<file path="config.mk">
export PLATFORM = sky130hd
export DESIGN_NAME = cus19_pc_unit
export DESIGN_NICKNAME = d
export VERILOG_FILES = /design/src/rtl/cus19_pc_unit.sv
export SDC_FILE = /design/constraint.sdc
export NUM_CORES = 1
export LEC_CHECK = 0
export ABC_AREA = 1
export CAP_MARGIN = 20
export CORE_MARGIN = 2
export CORE_UTILIZATION = 40
export DETAILED_ROUTE_END_ITERATION = 10
export GPL_TIMING_DRIVEN = 0
export SLEW_MARGIN = 10
export SYNTH_ARGS = -nofsm -noshare
export SYNTH_HDL_FRONTEND = slang
export SYNTH_SLANG_ARGS = --single-unit
</file>
<file path="constraint.sdc">
create_clock -name clk_in -period 3.5 [get_ports clk_in]
set_input_delay 0.35 -clock clk_in [delete_from_list [all_inputs] [get_ports clk_in]]
set_output_delay 0.35 -clock clk_in [all_outputs]
set_load 0.005 [all_outputs]
</file>
<file path="src/rtl/cus19_pc_unit.sv">
// Custom19 program-counter stage: next-PC select, return-address stack,
// redirect pulse for the fetch/decode flush, and sticky error flags.
module cus19_pc_unit #(
    parameter int unsigned PC_W      = 20,
    parameter int unsigned OFF_W     = 12,
    parameter int unsigned RAS_DEPTH = 4,
    parameter int unsigned RESET_VEC = 0
) (
    input  logic             clk_in,
    input  logic             rst_in,
    input  logic             stall_in,
    input  logic [2:0]       pc_src_in,
    input  logic [OFF_W-1:0] branch_off_in,
    input  logic [PC_W-1:0]  jump_addr_in,
    output logic [PC_W-1:0]  pc_out,
    output logic [PC_W-1:0]  pc_plus1_out,
    output logic             redirect_out,
    output logic             ras_ovf_out,
    output logic             ras_unf_out,
    output logic             illegal_src_out
);

    localparam int unsigned PTR_W = $clog2(RAS_DEPTH);
    localparam int unsigned CNT_W = $clog2(RAS_DEPTH + 1);
    localparam logic [CNT_W-1:0] CNT_FULL = CNT_W'(RAS_DEPTH);

    localparam logic [2:0] SRC_SEQ  = 3'b000;
    localparam logic [2:0] SRC_BR   = 3'b001;
    localparam logic [2:0] SRC_JMP  = 3'b010;
    localparam logic [2:0] SRC_CALL = 3'b011;
    localparam logic [2:0] SRC_RET  = 3'b100;

    logic [PC_W-1:0]  pc_q, pc_d;
    logic [PC_W-1:0]  ras_q [RAS_DEPTH];
    logic [PC_W-1:0]  ras_d [RAS_DEPTH];
    logic [PTR_W-1:0] sp_q, sp_d;
    logic [CNT_W-1:0] cnt_q, cnt_d;
    logic             redirect_q, redirect_d;
    logic             ovf_q, ovf_d;
    logic             unf_q, unf_d;
    logic             ill_q, ill_d;

    logic [PC_W-1:0]  pc_plus1;
    logic [PC_W-1:0]  off_ext;
    logic [PTR_W-1:0] top_idx;

    assign pc_plus1 = pc_q + PC_W'(1);
    assign off_ext  = {{(PC_W-OFF_W){branch_off_in[OFF_W-1]}}, branch_off_in};
    // sp points at the next free slot; the newest entry sits just below it
    assign top_idx  = sp_q - PTR_W'(1);

    always_comb begin
        pc_d       = pc_q;
        ras_d      = ras_q;
        sp_d       = sp_q;
        cnt_d      = cnt_q;
        redirect_d = 1'b0;
        ovf_d      = ovf_q;
        unf_d      = unf_q;
        ill_d      = ill_q;
        if (!stall_in) begin
            case (pc_src_in)
                SRC_SEQ: pc_d = pc_plus1;
                SRC_BR: begin
                    pc_d       = pc_q + off_ext;
                    redirect_d = 1'b1;
                end
                SRC_JMP: begin
                    pc_d       = jump_addr_in;
                    redirect_d = 1'b1;
                end
                SRC_CALL: begin
                    // when full, the slot at sp holds the oldest entry
                    pc_d        = jump_addr_in;
                    redirect_d  = 1'b1;
                    ras_d[sp_q] = pc_plus1;
                    sp_d        = sp_q + PTR_W'(1);
                    if (cnt_q == CNT_FULL) ovf_d = 1'b1;
                    else cnt_d = cnt_q + CNT_W'(1);
                end
                SRC_RET: begin
                    redirect_d = 1'b1;
                    if (cnt_q != '0) begin
                        pc_d  = ras_q[top_idx];
                        sp_d  = top_idx;
                        cnt_d = cnt_q - CNT_W'(1);
                    end else begin
                        pc_d  = pc_plus1;
                        unf_d = 1'b1;
                    end
                end
                default: begin
                    pc_d  = pc_plus1;
                    ill_d = 1'b1;
                end
            endcase
        end
    end

    always_ff @(posedge clk_in or posedge rst_in) begin
        if (rst_in) begin
            pc_q       <= PC_W'(RESET_VEC);
            for (int i = 0; i < RAS_DEPTH; i++) ras_q[i] <= '0;
            sp_q       <= '0;
            cnt_q      <= '0;
            redirect_q <= 1'b0;
            ovf_q      <= 1'b0;
            unf_q      <= 1'b0;
            ill_q      <= 1'b0;
        end else begin
            pc_q       <= pc_d;
            ras_q      <= ras_d;
            sp_q       <= sp_d;
            cnt_q      <= cnt_d;
            redirect_q <= redirect_d;
            ovf_q      <= ovf_d;
            unf_q      <= unf_d;
            ill_q      <= ill_d;
        end
    end

    assign pc_out          = pc_q;
    assign pc_plus1_out    = pc_plus1;
    assign redirect_out    = redirect_q;
    assign ras_ovf_out     = ovf_q;
    assign ras_unf_out     = unf_q;
    assign illegal_src_out = ill_q;

endmodule
</file>
==> load_flow_metrics.sql, run 1 <==
INSERT INTO impl_metrics (metric_group, metric, value, unit) VALUES
('setup_path', 'worst_r2r_endpoint', 'pc_out[8]', ''),
('drt', 'route.vias.total', '6854', ''),
('pwr', 'share_comb_of_total_power', '0.495', ''),
('setup_path', 'critPathLaunch', 'pc_out[0]', ''),
('global_routing', 'grt_overflow', '0', ''),
('floorplanning', 'number_of_standard_cell_rows_in_the_floorplan', '48', ''),
('flow_run', 'cap_viol_max_count', '0', ''),
('synth', 'top_area_cell_type_share_of_the_netlist_area', '0.389', ''),
('pwr', 'net_sw_frac', '0.448', ''),
('clock_tree', 'clk_pin_slew', '0.08', 'ns'),
('drt', 'route.antenna.remaining_nets', '0', ''),
('pwr', 'power.ir.vdd_worst', '0.315', 'mV'),
('setup_path', 'crit-reg2reg-launch', 'sp_q[0]', ''),
('synth', 'syn_nets', '1054', ''),
('clock_tree', 'post-cts-setup-buffer-count', '0', ''),
('synth', 'post_synth_inst_count', '990', ''),
('floorplanning', 'placeableCoreArea', '17200', 'um^2'),
('pwr', 'leakagePower', '0.00415', 'uW'),
('synth', 'synthesized_flop_and_latch_total', '109', ''),
('layout', 'final_cell_area', '8460', 'um^2'),
('setup_path', 'end_kind', 'output port', ''),
('setup_path', 'ff2ff_path_depth', '11', ''),
('pwr', 'internal_power', '3630', 'uW'),
('layout', 'drive_above_1_share', '0.0754', ''),
('clock_tree', 'hold_buf_count_cts', '0', ''),
('floorplanning', 'dieArea', '18600', 'um^2'),
('sta', 'worstMarginPinSlew', '0.710', 'ns'),
('drt', 'routed_wirelength', '23.6', 'mm'),
('placed_design', 'port_buffers', '80', ''),
('drt', 'drt_pass1_iterations', '5', ''),
('pwr', 'seq_power_share', '0.329', ''),
('synth', 'post_synth_instance_area', '7010', 'um^2'),
('global_routing', 'first_global_vias', '6496', ''),
('global_routing', 'number_of_antenna_violations_at_the_first_check_in_global_routing', '0', ''),
('placed_design', 'routability_congestion_estimate', '0.961', ''),
('setup_path', 'cp_slowest_stage_delay', '0.64', 'ns'),
('setup_path', 'cp_data_required_time', '3.15', 'ns'),
('drt', 'drc', '0', ''),
('clock_tree', 'max-clock-path-buffers', '2', ''),
('setup_path', 'cp_max_fo', '10', ''),
('clock_tree', 'clock_insertion_delay_worst_skew', '0.36', 'ns'),
('sta', 'report.final.hold_viol_count', '0', ''),
('layout', 'net_count_of_the_finished_layout', '1146', ''),
('setup_path', 'worst-path-stages', '10', ''),
('setup_path', 'rrSetupSlack', '0.48', 'ns'),
('synth', 'syn_avg_cell_area', '7.09', 'um^2'),
('floorplanning', 'floorplan.io_pins', '82', ''),
('drt', 'routedWlPerCell', '18.0', 'um'),
('drt', 'routed_via_density', '5.22', ''),
('global_routing', 'grt_first_pass_wirelength', '37.1', 'mm'),
('setup_path', 'slowest_stage', 'dfrtp_1', ''),
('clock_tree', 'numCtsBuffers', '9', ''),
('placed_design', 'detailedPlacementHpwl', '18.0', 'mm'),
('clock_tree', 'total_clock_sinks', '109', ''),
('pwr', 'power.clock.fraction', '0.177', ''),
('sta', 'relSlewSlack', '0.527', ''),
('synth', 'post-synth-top-area-cell', 'dfrtp_1', ''),
('synth', 'yosys.cell_types.count', '43', ''),
('global_routing', 'largest_net_degree_at_the_start_of_global_routing', '68', ''),
('global_routing', 'grt_usage', '0.265', ''),
('synth', 'yosys_warnings', '0', ''),
('sta', 'finClkSkew', '0.0102', 'ns'),
('sta', 'max_freq', '0.310', 'GHz'),
('layout', 'antennaDiodeCount', '0', ''),
('setup_path', 'cp_class', 'flip-flop to output port', ''),
('outcome', 'status', 'finished, final reports clean', ''),
('sta', 'fin_crit', '3.23', 'ns'),
('setup_path', 'crit_chain', 'ha_1 > nand3_1 > inv_2 > nand2_2 > clkinv_1 > nand3_1 > nand2_1 > and2_1 > buf_2 > clkdlybuf4s50_1', ''),
('floorplanning', 'start_util', '0.407', ''),
('pwr', 'total_switching_power', '2950', 'uW'),
('setup_path', 'critPathTopFamily', 'buffers and inverters', '');
==> layout make-up <==
class                      count  area [um^2]
sequential                   109         2730
buffer                        39          184
fill                        1763         8780
clock buffer                  10          239
clock inverter                 6         92.6
inverter                     111          422
multi-input combinational    731         3690
timing repair buffer          81          828
tap                          225          282
==> cells in the final DEF (no fill, tap or decap), drive strengths merged, types with 5 or more instances in the layout <==
cell,count
a21oi,43
a32oi,11
buf,20
clkbuf,30
clkdlybuf4s50,80
dfrtp,109
ha,24
inv,111
nand2,347
nand3,70
nand3b,11
nand4,5
nor2,72
nor3,6
o21ai,98
or2,5
xor2,12
==> power by group through the flow <==
stage                     registers, uW  clock network [uW]  logic [uW]
after global placement             2170                   0        3170
after global routing               2220                1220        3640
after CTS                          2150                1170        3220
final                              2160                1160        3250
after floorplan                    2060                   0        2060
after detailed placement           2170                   0        3210
==> cells in the mapped netlist, drive strengths merged <==
library cell,instances
clkbuf,20
or2,5
nor3,6
a31o,1
o31ai,1
o21bai,2
fa,2
buf,19
a211oi,1
dfrtp,109
inv,109
a22oi,3
ha,24
nor3b,1
a32oi,11
a41oi,4
o21ai,98
xor2,12
nand3,70
a21oi,43
a31oi,4
and2,4
nand2,347
o211ai,2
nand3b,11
nor2,72
nand4,5
o22ai,1
a21o,1
clkinv,2
==> sequential cells by signal, summed over array words and instances, names as in the netlist <==
name / flops
illegal_src_out: 1
pc_out: 20
ras_q: 80
sp_q: 2
redirect_out: 1
ras_unf_out: 1
ras_ovf_out: 1
cnt_q: 3
==> per-layer routing <==
layer	GRT usage	routed length (um)	up-vias
met5	0	0	-
met4	0.0949	671	0
met3	0.0377	1420	40
met2	0.428	11000	243
met1	0.364	10500	3199
li1	-	-	3372
==> cells by family after synthesis <==
kind of cell    Yosys count  synth area share
buf+inv                 150            0.0856
xor+xnor                 12            0.0209
simple gates            521             0.319
compound gates          172             0.137
fa+ha+maj                26            0.0485
flops                   109             0.389
==> worst register-to-register path: cells and delay by family (launching register included) <==
family                     cells  cell delay [ns]
AOI/OAI and AO/OA              2             0.28
DFF                            1             0.42
adders and majority gates      1             0.38
buffers and inverters          5             1.28
and+or+nand+nor                3             0.52
==> stage by stage <==
step / hold WS (ns) / util / instances / power [uW] / TNS (ns)
floorplan: 0.442 / - / 990 / 4120 / 0
global placement: 0.444 / 0.470 / 1295 / 5340 / -164.27
detailed placement: 0.444 / 0.472 / 1296 / 5380 / 0
CTS: 0.376 / 0.491 / 1312 / 6540 / 0
global route: 0.396 / 0.491 / 1312 / 7080 / 0
finish: 0.380 / 0.491 / 1312 / 6580 / 0
==> how the worst min path moves through the flow <==
stage / start / end / slack (ns) / cells after the start
after floorplan: cnt_q[2] / cnt_q[2] / 0.44 / 1
after global placement: ras_ovf_out / ras_ovf_out / 0.44 / 1
after detailed placement: ras_ovf_out / ras_ovf_out / 0.44 / 1
after CTS: stall_in / ras_unf_out / 0.38 / 2
after global routing: stall_in / ras_unf_out / 0.40 / 2
final: rst_in / ras_q[78] / 0.38 / 2
No activity file was read; power rests on OpenSTA's default activity.
==> run 2: changes to the inputs <==
--- a/config.mk
+++ b/config.mk
@@ -11,6 +11,7 @@
 export CORE_UTILIZATION = 40
 export DETAILED_ROUTE_END_ITERATION = 10
 export GPL_TIMING_DRIVEN = 0
+export RECOVER_POWER = 50
 export SLEW_MARGIN = 10
 export SYNTH_ARGS = -nofsm -noshare
 export SYNTH_HDL_FRONTEND = slang
==> load_flow_metrics.sql, run 2 (same netlist as run 1, synthesis figures left out) <==
INSERT INTO impl_metrics (metric_group, metric, value, unit) VALUES
('clock_tree', 'cts-htree-levels', '3', ''),
('setup_path', 'critPathLaunch', 'pc_out[0]', ''),
('floorplanning', 'die_height', '136', 'um'),
('placed_design', 'total_instance_count_after_detailed_placement', '1296', ''),
('placed_design', 'placed_cell_area', '8130', 'um^2'),
('setup_path', 'ff2ff_path_depth', '11', ''),
('pwr', 'power.ir.vdd_worst', '0.313', 'mV'),
('setup_path', 'worst_setup_path_endpoint', 'pc_plus1_out[16]', ''),
('layout', 'drive_above_1_share', '0.0718', ''),
('sta', 'rsz0062_at_grt', 'false', ''),
('layout', 'final_cell_area', '8420', 'um^2'),
('pwr', 'leakagePower', '0.00413', 'uW'),
('setup_path', 'cp_class', 'flip-flop to output port', ''),
('floorplanning', 'number_of_standard_cell_rows_in_the_floorplan', '48', ''),
('sta', 'report.final.hold_viol_count', '0', ''),
('placed_design', 'routability_congestion_estimate', '0.961', ''),
('layout', 'max_ffs_per_register', '80', ''),
('flow_run', 'cap_viol_max_count', '1', ''),
('setup_path', 'critPathArrivalTime', '2.87', 'ns'),
('drt', 'routed_wirelength', '23.6', 'mm'),
('layout', 'layout.cells.most_common', 'nand2_1', ''),
('setup_path', 'worst_r2r_endpoint', 'pc_out[8]', ''),
('layout', 'net_count_of_the_finished_layout', '1146', ''),
('sta', 'worstMarginPinSlew', '1.95', 'ns'),
('global_routing', 'grt_overflow', '0', ''),
('layout', 'area.growth.synth_to_final', '20.1', '%'),
('global_routing', 'grt_first_pass_wirelength', '37.1', 'mm'),
('clock_tree', 'clock_insertion_delay_worst_skew', '0.36', 'ns'),
('drt', 'initialDrtViolationCount', '593', ''),
('sta', 'fin_worst_hold_slack', '0.359', 'ns'),
('clock_tree', 'cts_resized', '0', ''),
('drt', 'drt_pass1_iterations', '7', ''),
('drt', 'routedWlPerCell', '18.0', 'um'),
('global_routing', 'largest_net_degree_at_the_start_of_global_routing', '68', ''),
('clock_tree', 'clk_pin_slew', '0.08', 'ns'),
('clock_tree', 'max-clock-path-buffers', '2', ''),
('layout', 'post_layout_nonfiller_instances', '1312', ''),
('placed_design', 'port_buffers', '80', ''),
('layout', 'sequential_cell_area', '2730', 'um^2'),
('sta', 'slew_violations', '44', ''),
('outcome', 'failing_checks', 'capacitance limit, slew limit', ''),
('hold_path', 'hp-class', 'input port to flip-flop', ''),
('layout', 'fill_cells', '1769', ''),
('clock_tree', 'numCtsBuffers', '9', ''),
('layout', 'layout.cells.most_common_list', '337 x nand2_1, 109 x dfrtp_1, 99 x inv_1', ''),
('sta', 'setup-violations-final', '0', ''),
('floorplanning', 'start_util', '0.407', ''),
('layout', 'multiInputGateArea', '3670', 'um^2'),
('hold_path', 'worstHoldPathCells', '2', ''),
('clock_tree', 'post-cts-setup-buffer-count', '0', ''),
('sta', 'max_freq', '0.311', 'GHz'),
('setup_path', 'rrSetupSlack', '0.48', 'ns'),
('drt', 'route.vias.total', '6862', ''),
('setup_path', 'cp_max_fo', '10', ''),
('clock_tree', 'cts_root_buffer', 'clkbuf_16', ''),
('floorplanning', 'placeableCoreArea', '17200', 'um^2'),
('floorplanning', 'dieArea', '18600', 'um^2'),
('sta', 'finClkSkew', '0.00919', 'ns'),
('placed_design', 'detailedPlacementHpwl', '18.0', 'mm'),
('layout', 'antennaDiodeCount', '0', ''),
('setup_path', 'cp_data_required_time', '3.15', 'ns'),
('setup_path', 'end_kind', 'output port', ''),
('drt', 'drc', '0', ''),
('setup_path', 'crit_path_start_kind', 'flip-flop', ''),
('outcome', 'status', 'finished, violations left', ''),
('sta', 'relSlewSlack', '-0.309', ''),
('drt', 'route.antenna.remaining_nets', '0', ''),
('global_routing', 'grt_usage', '0.265', ''),
('sta', 'setup_total_negative_slack', '0', 'ns'),
('sta', 'fin_crit', '3.22', 'ns'),
('setup_path', 'crit-reg2reg-launch', 'sp_q[0]', ''),
('clock_tree', 'hold_buf_count_cts', '0', ''),
('pwr', 'power_density', '778', 'nW/um^2'),
('drt', 'routed_via_density', '5.23', ''),
('sta', 'final_min_period_over_clock_period', '0.919', ''),
('layout', 'registers.top_by_ff_count', 'ras_q', ''),
('clock_tree', 'tritoncts', 'built', ''),
('pwr', 'finalPower', '6550', 'uW'),
('global_routing', 'first_global_vias', '6496', ''),
('clock_tree', 'total_clock_sinks', '109', ''),
('global_routing', 'number_of_antenna_violations_at_the_first_check_in_global_routing', '0', ''),
('floorplanning', 'dieWidth', '136', 'um'),
('floorplanning', 'floorplan.io_pins', '82', '');
==> run 2: changes by cell type in the layout (fill, tap and decap cells not counted) <==
cell	delta
nor2_4	-1
buf_16	-1
nor2_1	+2
a21oi_1	+1
clkdlybuf4s50_1	-17
nand2_1	+1
nand2_2	-1
clkinvlp_2	+1
clkbuf_4	+1
a21oi_2	-1
inv_6	-1
dlygate4sd3_1	+17
nor2_2	-1
==> run 2: worst min path at each step <==
stage | start | to | slack (ns)
2_1_floorplan | cnt_q[2] | cnt_q[2] | 0.44
3_3_place_gp | ras_ovf_out | ras_ovf_out | 0.44
3_5_place_dp | ras_ovf_out | ras_ovf_out | 0.44
4_1_cts | stall_in | ras_unf_out | 0.38
5_1_grt | stall_in | ras_unf_out | 0.38
6_report | stall_in | ras_unf_out | 0.36
==> run 2: area by class of cell <==
cell class,count,share of cell area
Buffer,39,0.0218
Clock buffer,10,0.0284
Clock inverter,6,0.0110
Inverter,111,0.0496
Multi-Input combinational cell,731,0.436
Sequential cell,109,0.324
Tap cell,225,0.0334
Timing Repair Buffer,81,0.0960
==> run 2: stage by stage <==
step / setup WS, ns / utilization
floorplan: 0.276 / -
global placement: -1.52 / 0.470
detailed placement: 0.547 / 0.472
CTS: 0.299 / 0.491
global route: 0.158 / 0.489
finish: 0.282 / 0.489
==> run 2: critical path: stages (launching register included) <==
cell and delay, ns:
dfrtp_1 0.63, ha_1 0.38, nand3_1 0.22, inv_2 0.10, nand2_2 0.08, clkinv_1 0.12
nand3_1 0.08, nand2_1 0.08, and2_1 0.12, buf_2 0.18, clkdlybuf4s50_1 0.52
==> run 2: per-layer routing <==
metal  vias to the layer above  track usage  share of wire
met5                         -            0              0
met4                         0       0.0949          0.028
met2                       241        0.428           0.46
li1                       3374            -              -
met3                        40       0.0377          0.065
met1                      3207        0.364           0.44
==> run 2: where the power goes <==
part           switching [uW]  internal (uW)
clock                     511            653
combinational            2030           1190
sequential                393           1760
==> run 3: changes to the inputs <==
--- a/config.mk
+++ b/config.mk
@@ -12,7 +12,6 @@
 export DETAILED_ROUTE_END_ITERATION = 10
 export GPL_TIMING_DRIVEN = 0
 export RECOVER_POWER = 50
-export SLEW_MARGIN = 10
 export SYNTH_ARGS = -nofsm -noshare
 export SYNTH_HDL_FRONTEND = slang
 export SYNTH_SLANG_ARGS = --single-unit
==> load_flow_metrics.sql, run 3 (same netlist as run 1, synthesis figures left out) <==
INSERT INTO impl_metrics (metric_group, metric, value, unit) VALUES
('outcome', 'status', 'finished, violations left', ''),
('outcome', 'failing_checks', 'capacitance limit, slew limit', ''),
('pwr', 'power_density', '777', 'nW/um^2'),
('sta', 'slew_violations', '44', ''),
('drt', 'drt_pass1_iterations', '7', ''),
('setup_path', 'cp_class', 'flip-flop to output port', ''),
('sta', 'setup-violations-final', '0', ''),
('clock_tree', 'hold_buf_count_cts', '0', ''),
('global_routing', 'grt_first_pass_wirelength', '37.1', 'mm'),
('layout', 'layout.cells.most_common', 'nand2_1', ''),
('drt', 'met2RoutedLength', '10.9', 'mm'),
('hold_path', 'hp-class', 'input port to flip-flop', ''),
('floorplanning', 'die_height', '136', 'um'),
('clock_tree', 'cts-htree-levels', '3', ''),
('sta', 'rsz0062_at_grt', 'false', ''),
('global_routing', 'largest_net_degree_at_the_start_of_global_routing', '68', ''),
('setup_path', 'end_kind', 'output port', ''),
('drt', 'route.antenna.remaining_nets', '0', ''),
('placed_design', 'detailedPlacementHpwl', '18.0', 'mm'),
('drt', 'routed_wirelength', '23.6', 'mm'),
('placed_design', 'port_buffers', '80', ''),
('layout', 'area.growth.synth_to_final', '20.1', '%'),
('hold_path', 'worstHoldEndpoint', 'ras_unf_out', ''),
('hold_path', 'min_from', 'stall_in', ''),
('layout', 'drive_above_1_share', '0.0718', ''),
('layout', 'sequential_cell_area', '2730', 'um^2'),
('clock_tree', 'max-clock-path-buffers', '2', ''),
('pwr', 'power.ir.vdd_worst', '0.313', 'mV'),
('global_routing', 'first_global_vias', '6496', ''),
('layout', 'antennaDiodeCount', '0', ''),
('clock_tree', 'total_clock_sinks', '109', ''),
('layout', 'fill_cells', '1768', ''),
('layout', 'registers.top_by_ff_count', 'ras_q', ''),
('sta', 'worstMarginPinSlew', '1.95', 'ns'),
('setup_path', 'ff2ff_path_depth', '11', ''),
('setup_path', 'crit-reg2reg-launch', 'sp_q[0]', ''),
('floorplanning', 'floorplan.io_pins', '82', ''),
('floorplanning', 'start_util', '0.407', ''),
('drt', 'drc', '0', ''),
('sta', 'setup_total_negative_slack', '0', 'ns'),
('sta', 'max_freq', '0.311', 'GHz'),
('clock_tree', 'post-cts-setup-buffer-count', '0', ''),
('drt', 'length_of_routed_met3_wiring', '1.51', 'mm'),
('layout', 'net_count_of_the_finished_layout', '1146', ''),
('placed_design', 'total_instance_count_after_detailed_placement', '1296', ''),
('drt', 'topRoutingLayerUsed', 'met4', ''),
('setup_path', 'worst_r2r_endpoint', 'pc_out[8]', ''),
('pwr', 'leakagePower', '0.00413', 'uW'),
('setup_path', 'crit_path_start_kind', 'flip-flop', ''),
('drt', 'initialDrtViolationCount', '593', ''),
('sta', 'fin_crit', '3.22', 'ns'),
('flow_run', 'cap_viol_max_count', '1', ''),
('sta', 'report.final.hold_viol_count', '0', ''),
('drt', 'm1WireLength', '10.5', 'mm'),
('sta', 'relSlewSlack', '-0.309', ''),
('layout', 'max_ffs_per_register', '80', ''),
('setup_path', 'rrSetupSlack', '0.48', 'ns'),
('drt', 'routedWlPerCell', '18.0', 'um'),
('floorplanning', 'number_of_standard_cell_rows_in_the_floorplan', '48', ''),
('global_routing', 'number_of_antenna_violations_at_the_first_check_in_global_routing', '0', ''),
('sta', 'finClkSkew', '0.00919', 'ns'),
('clock_tree', 'cts_resized', '0', ''),
('clock_tree', 'clk_pin_slew', '0.08', 'ns'),
('setup_path', 'cp_data_required_time', '3.15', 'ns'),
('clock_tree', 'numCtsBuffers', '9', ''),
('sta', 'fin_worst_hold_slack', '0.359', 'ns'),
('layout', 'multiInputGateArea', '3670', 'um^2'),
('clock_tree', 'tritoncts', 'built', ''),
('global_routing', 'grt_overflow', '0', ''),
('floorplanning', 'dieWidth', '136', 'um'),
('global_routing', 'grt_usage', '0.265', ''),
('floorplanning', 'placeableCoreArea', '17200', 'um^2'),
('clock_tree', 'clock_insertion_delay_worst_skew', '0.36', 'ns'),
('placed_design', 'routability_congestion_estimate', '0.961', ''),
('drt', 'routed_via_density', '5.23', ''),
('hold_path', 'worstHoldPathCells', '2', ''),
('sta', 'final_min_period_over_clock_period', '0.919', ''),
('clock_tree', 'cts_root_buffer', 'clkbuf_16', ''),
('drt', 'route.vias.total', '6860', ''),
('layout', 'post_layout_nonfiller_instances', '1312', ''),
('floorplanning', 'dieArea', '18600', 'um^2'),
('layout', 'layout.cells.most_common_list', '337 x nand2_1, 109 x dfrtp_1, 99 x inv_1', ''),
('setup_path', 'cp_max_fo', '10', ''),
('setup_path', 'critPathArrivalTime', '2.87', 'ns');
-- run 3: cell counts in the layout (fill, tap and decap cells not counted) --
Identical to the previous run, type by type.
-- run 3: worst max-delay path: stages (launching register included) --
cell and delay (ns):
dfrtp_1 0.63, ha_1 0.38, nand3_1 0.22, inv_2 0.10, nand2_2 0.08, clkinv_1 0.12
nand3_1 0.08, nand2_1 0.08, and2_1 0.12, buf_2 0.18, clkdlybuf4s50_1 0.52
-- run 3: routing by layer --
layer / up-vias / global-route usage
li1: 3374 / -
met1: 3207 / 0.364
met2: 239 / 0.428
met3: 40 / 0.0377
met4: 0 / 0.0949
met5: - / 0
-- run 3: report_power, final --
group,internal [uW],switching [uW]
clock network,653,511
logic,1190,2030
registers,1760,393
-- run 3: how the worst max path moves through the flow --
stage	startpoint	end	slack [ns]	cells after the start
6_report	pc_out[0]	pc_plus1_out[16]	0.28	10
5_1_grt	pc_out[0]	pc_plus1_out[16]	0.16	10
4_1_cts	pc_out[0]	pc_plus1_out[16]	0.30	10
3_5_place_dp	sp_q[0]	pc_out[10]	0.55	11
3_3_place_gp	rst_in	pc_out[10]	-1.52	2
2_1_floorplan	rst_in	cnt_q[0]	0.28	1
-- run 3: final cells by class --
type	count	share of cell area
inverters	111	0.0496
plain buffers	39	0.0218
flip-flops and latches	109	0.324
repair buffers	81	0.0960
clock inverters	6	0.0110
clock buffers	10	0.0284
well taps	225	0.0334
multi-input cells	731	0.436
-- run 3: through the flow --
stage | power [uW] | setup WS (ns) | util | cell area, um^2
after floorplan | 4120 | 0.276 | - | 7010
after global placement | 5340 | -1.52 | 0.470 | 8100
after detailed placement | 5370 | 0.547 | 0.471 | 8130
after CTS | 6540 | 0.299 | 0.491 | 8460
after global routing | 7060 | 0.158 | 0.489 | 8420
final | 6550 | 0.283 | 0.489 | 8420
==> RTL change 1, RTL diff (config.mk and constraints of run 2) <==
The parameter `RAS_DEPTH` goes from 4 to 2.
--- a/src/rtl/cus19_pc_unit.sv
+++ b/src/rtl/cus19_pc_unit.sv
@@ -5,3 +5,3 @@
     parameter int unsigned OFF_W     = 12,
-    parameter int unsigned RAS_DEPTH = 4,
+    parameter int unsigned RAS_DEPTH = 2,
     parameter int unsigned RESET_VEC = 0
Formal check against the unedited RTL: not equivalent (Yosys sat finds a counterexample within 4 cycles, from zero or initial values and one cycle with rst_in high).
==> RTL change 1 against run 2 <==
- first-iteration DRC count decreased by 32%
- synthesized cell count is 22% lower
- setup slack improved by 0.15 ns
- hold slack improved by 0.11 ns
- cell area shrank 24%
- synthesized area fell by 28%
- critical path depth shrank 1
- sequential cell count fell by 42
- wire length shrank 26%
- clock skew is 0.00050 ns lower
- highest routed layer unchanged
- critical endpoint is now pc_plus1_out[14]
- power decreased by 35%
==> RTL change 1: results <==
[outcome]
status = completed

[logic_synthesis]
synth-compound-area-share_pct = 14.1
synth_area_leaders = dfrtp_1 33%, nand2_1 20%, inv_1 7.1%
synth_fa_ha_area_share_pct = 5.32
synth_xor_area_share_pct = 1.85
synth.yosys.seq_area_share_pct = 33.0

[detailed_routing]
dr_wl_met3_um = 846
met2_length_um = 8390
drt_first_pass_iters = 5
wl_met1_um = 7890
routed_wl_um = 17500

[clock_network]
clkLatencyLatePin_ns = 0.33

[critical_path]
cpPeakStageDelay_ns = 0.55
cp.arrival_ns = 2.72
cp_top_family = simple AND/OR/NAND/NOR gates

[global_routing]
track_usage_pct = 26.9
grt_util_met3_pct = 2.75
grt_pass1_vias = 5164

[final_layout]
largest_reg_flops = 40
drive_gt1_share_pct = 8.19
n_fill_cell = 1318

[placement]
pre_cts_ws_ns = 0.734
gp_congestion = 0.925

[min_path]
holdCritPathClass = reg2reg

[sta]
worstMarginPinSlew_ns = 1.46
finalClockSkew_ns = 0.00869

[pwr]
peakVddDrop_v = 0.000401
RTL change 1: cell count changes after synthesis, sizes merged, moves of 4 or more:
cell / before / now
o21ai: 98 / 61
ha: 24 / 20
nand2: 347 / 270
a21oi: 43 / 38
nand3b: 11 / 6
xor2: 12 / 8
clkbuf: 20 / 9
dfrtp: 109 / 67
a32oi: 11 / 1
nand3: 70 / 52
buf: 19 / 12
nor2: 72 / 67
nand4: 5 / 10
RTL change 1: path summary, 6_finish.rpt:
check	start	end	slack (ns)	cells after the start
worst min-delay path	ras_ovf_out	ras_ovf_out	0.46	1
worst max register to register	pc_out[0]	pc_out[8]	0.91	13
worst max-delay path	pc_out[0]	pc_plus1_out[14]	0.43	9
max in group asynchronous	rst_in	ras_q[2]	1.18	3
min in group asynchronous	rst_in	ras_q[36]	0.80	2
worst min register to register	ras_ovf_out	ras_ovf_out	0.46	1
RTL change 1: cell type report:
type / count / area [sq um] / area share, %
clock buffers: 10 / 229 / 3.56
well taps: 172 / 215 / 3.34
clock inverters: 6 / 113 / 1.75
inverters: 110 / 414 / 6.43
plain buffers: 21 / 111 / 1.73
multi-input cells: 572 / 2870 / 44.6
repair buffers: 81 / 806 / 12.5
flip-flops and latches: 67 / 1680 / 26.0
RTL change 1: metrics by stage:
step	area (sq um)	instances	power, mW	util [%]
2_1_floorplan	5080	770	2.46	-
3_3_place_gp	6100	1022	3.20	48.7
3_5_place_dp	6120	1023	3.24	48.9
4_1_cts	6460	1039	4.31	51.6
5_1_grt	6440	1039	4.63	51.4
6_report	6440	1039	4.28	51.4
RTL change 1: report_power, final:
group,switching (mW),internal [mW]
clock network,0.353,0.699
logic,1.14,0.757
registers,0.255,1.08
==> RTL change 2, RTL diff (settings of run 2) <==
Without the edit above. Reset style: synchronous (`rst_in`), changed in one clocked block.
--- a/src/rtl/cus19_pc_unit.sv
+++ b/src/rtl/cus19_pc_unit.sv
@@ -99,3 +99,3 @@
 
-    always_ff @(posedge clk_in or posedge rst_in) begin
+    always_ff @(posedge clk_in) begin
         if (rst_in) begin
Function: differs if rst_in is asserted again (counterexample within 4 cycles, from zero or initial values and one cycle with rst_in high); with rst_in held inactive, the same outputs for 4 cycles.
==> RTL change 2 against run 2 <==
- synthesized cell count rose by 3.9%
- wire length is 0.19% lower
- cell area is 4.5% lower
- synthesized area shrank 4.4%
- count of clock-buffer cells in the layout decreased by 1
- die area is 4.3% lower
- sequential cell count did not move
- setup slack improved by 0.048 ns
- register-to-register slack improved by 0.05 ns
Power is not compared: it rests on default switching activity, and its combinational part moved more than twofold at a synthesized area within 25%.
==> RTL change 2: results <==
[logic_synthesis]
synth_cell_types = 40
synth.yosys.seq_area_share_pct = 32.5
synth_flop_cell = dfxtp_1
synth_fp_nets = 1093
async_flop_share_pct = 0
yosysWarnings = 0
synth_edf_count = 0
netlist_top_cells_count = 249 x nand2_1, 123 x a21oi_1, 118 x o21ai_0, 109 x dfxtp_1, 104 x inv_1
avgSynthCellArea_sq_um = 6.51
synth_area_leaders = dfxtp_1 33%, nand2_1 14%, a21oi_1 9.2%

[sta]
period_share_pct = 90.6
finalSetupTns_ns = 0
relSlewSlack_pct = 56.4
finalClockSkew_ns = 0.00773

[placement]
gp_congestion = 0.887
hpwlAfterDp_um = 18300
pre_cts_ws_ns = 0.653
placed_area_sq_mm = 0.00778
io_buffers = 80

[global_routing]
grt_max_degree = 21
grt_pass1_wl_um = 36800
antenna_found_initial = 0
track_usage_pct = 26.9
grt_pass1_vias = 6742

[final_layout]
fin_cells = 1345
top_register = ras_q
layout.nets = 1184
n_fill_cell = 1806
drive_gt1_share_pct = 6.49
antenna_cells = 0

[clock_network]
ctsResizeCount = 0
clk_pin_slew_ns = 0.08
ctsRootBufferMaster = clkbuf_16
ctsLongestPathBuffers = 2
clkLatencyLatePin_ns = 0.37
postCtsSetupBuffers = 0
cts-htree-levels = 3
cts_inserted_buffers = 9

[pwr]
p_leak_nw = 3.57
peakVddDrop_v = 0.000246

[critical_path]
critPathSlowestCell = xor2_1
r2r_slack_ns = 0.53
cp.arrival_ns = 2.82
cpPeakStageDelay_ns = 0.53
critical_path_peak_fanout = 6

[outcome]
status = completed

[detailed_routing]
vias = 7159
drt_first_pass_iters = 4
drt_iter0_markers = 482
routed_wl_um = 23500

[min_path]
holdCritPathClass = in2reg
[RTL change 2: cell types whose count changed after synthesis, sizes merged, moves of 6 or more]
cell,change
a21oi,+84
a31oi,+10
a32oi,-10
buf,+6
dfrtp,-109
dfxtp,+109
nand2,-80
nand3,+13
o21ai,+27
[RTL change 2: cell type report]
cell class                 instances  area, sq um  area share, %
clock inverter                     7         66.3          0.825
clock buffer                       9          225           2.80
inverter                         114          428           5.32
multi-input combinational        757         3830           47.7
buffer                            49          229           2.85
sequential                       109         2180           27.1
tap                              220          275           3.42
timing repair buffer              80          801           9.96
[RTL change 2: final timing paths]
check	start	end	cells past startpoint
worst max register to register	sp_q[0]	pc_out[3]	11
worst min-delay path	rst_in	ras_unf_out	2
worst max-delay path	pc_out[1]	pc_plus1_out[12]	7
worst min register to register	ras_q[61]	ras_q[61]	2
[RTL change 2: per-stage QoR]
step	power [mW]	hold WS, ns
after global placement	1.99	0.451
after floorplan	1.71	0.430
after detailed placement	1.99	0.454
final	3.01	0.435
after CTS	3.02	0.449
after global routing	3.14	0.472
[RTL change 2: logic make-up after synthesis]
| family | share of synthesized area (%) |
|---|---|
| AO/OA/AOI/OAI | 22.5 |
| XOR/XNOR | 1.18 |
| adder cells (fa/ha/maj) | 5.08 |
| buffers and inverters | 10.0 |
| flip-flops | 32.5 |
| AND/OR/NAND/NOR | 28.6 |
[RTL change 2: routing by layer]
layer / GRT usage, % / part of all wire [%] / vias to the layer above
met5: 0 / 0 / -
met4: 11.2 / 3.3 / 0
met3: 2.44 / 5.0 / 43
met2: 44.5 / 46 / 240
met1: 36.0 / 45 / 3282
li1: - / - / 3594
[RTL change 2: critical path: cells and delay by family (launching register included)]
family / cells / cell delay (ns)
buffers and inverters: 2 / 0.65
DFF: 1 / 0.49
and+or+nand+nor: 3 / 0.42
adders and majority gates: 1 / 0.37
xor gates and xnor gates: 1 / 0.53
[RTL change 2: report_power, final]
part           leakage (nW)  switching (mW)  total, mW  internal (mW)
Combinational          2.54           0.398      0.643          0.245
Sequential            0.884          0.0443       1.32           1.27
Clock                 0.142           0.549       1.05          0.502
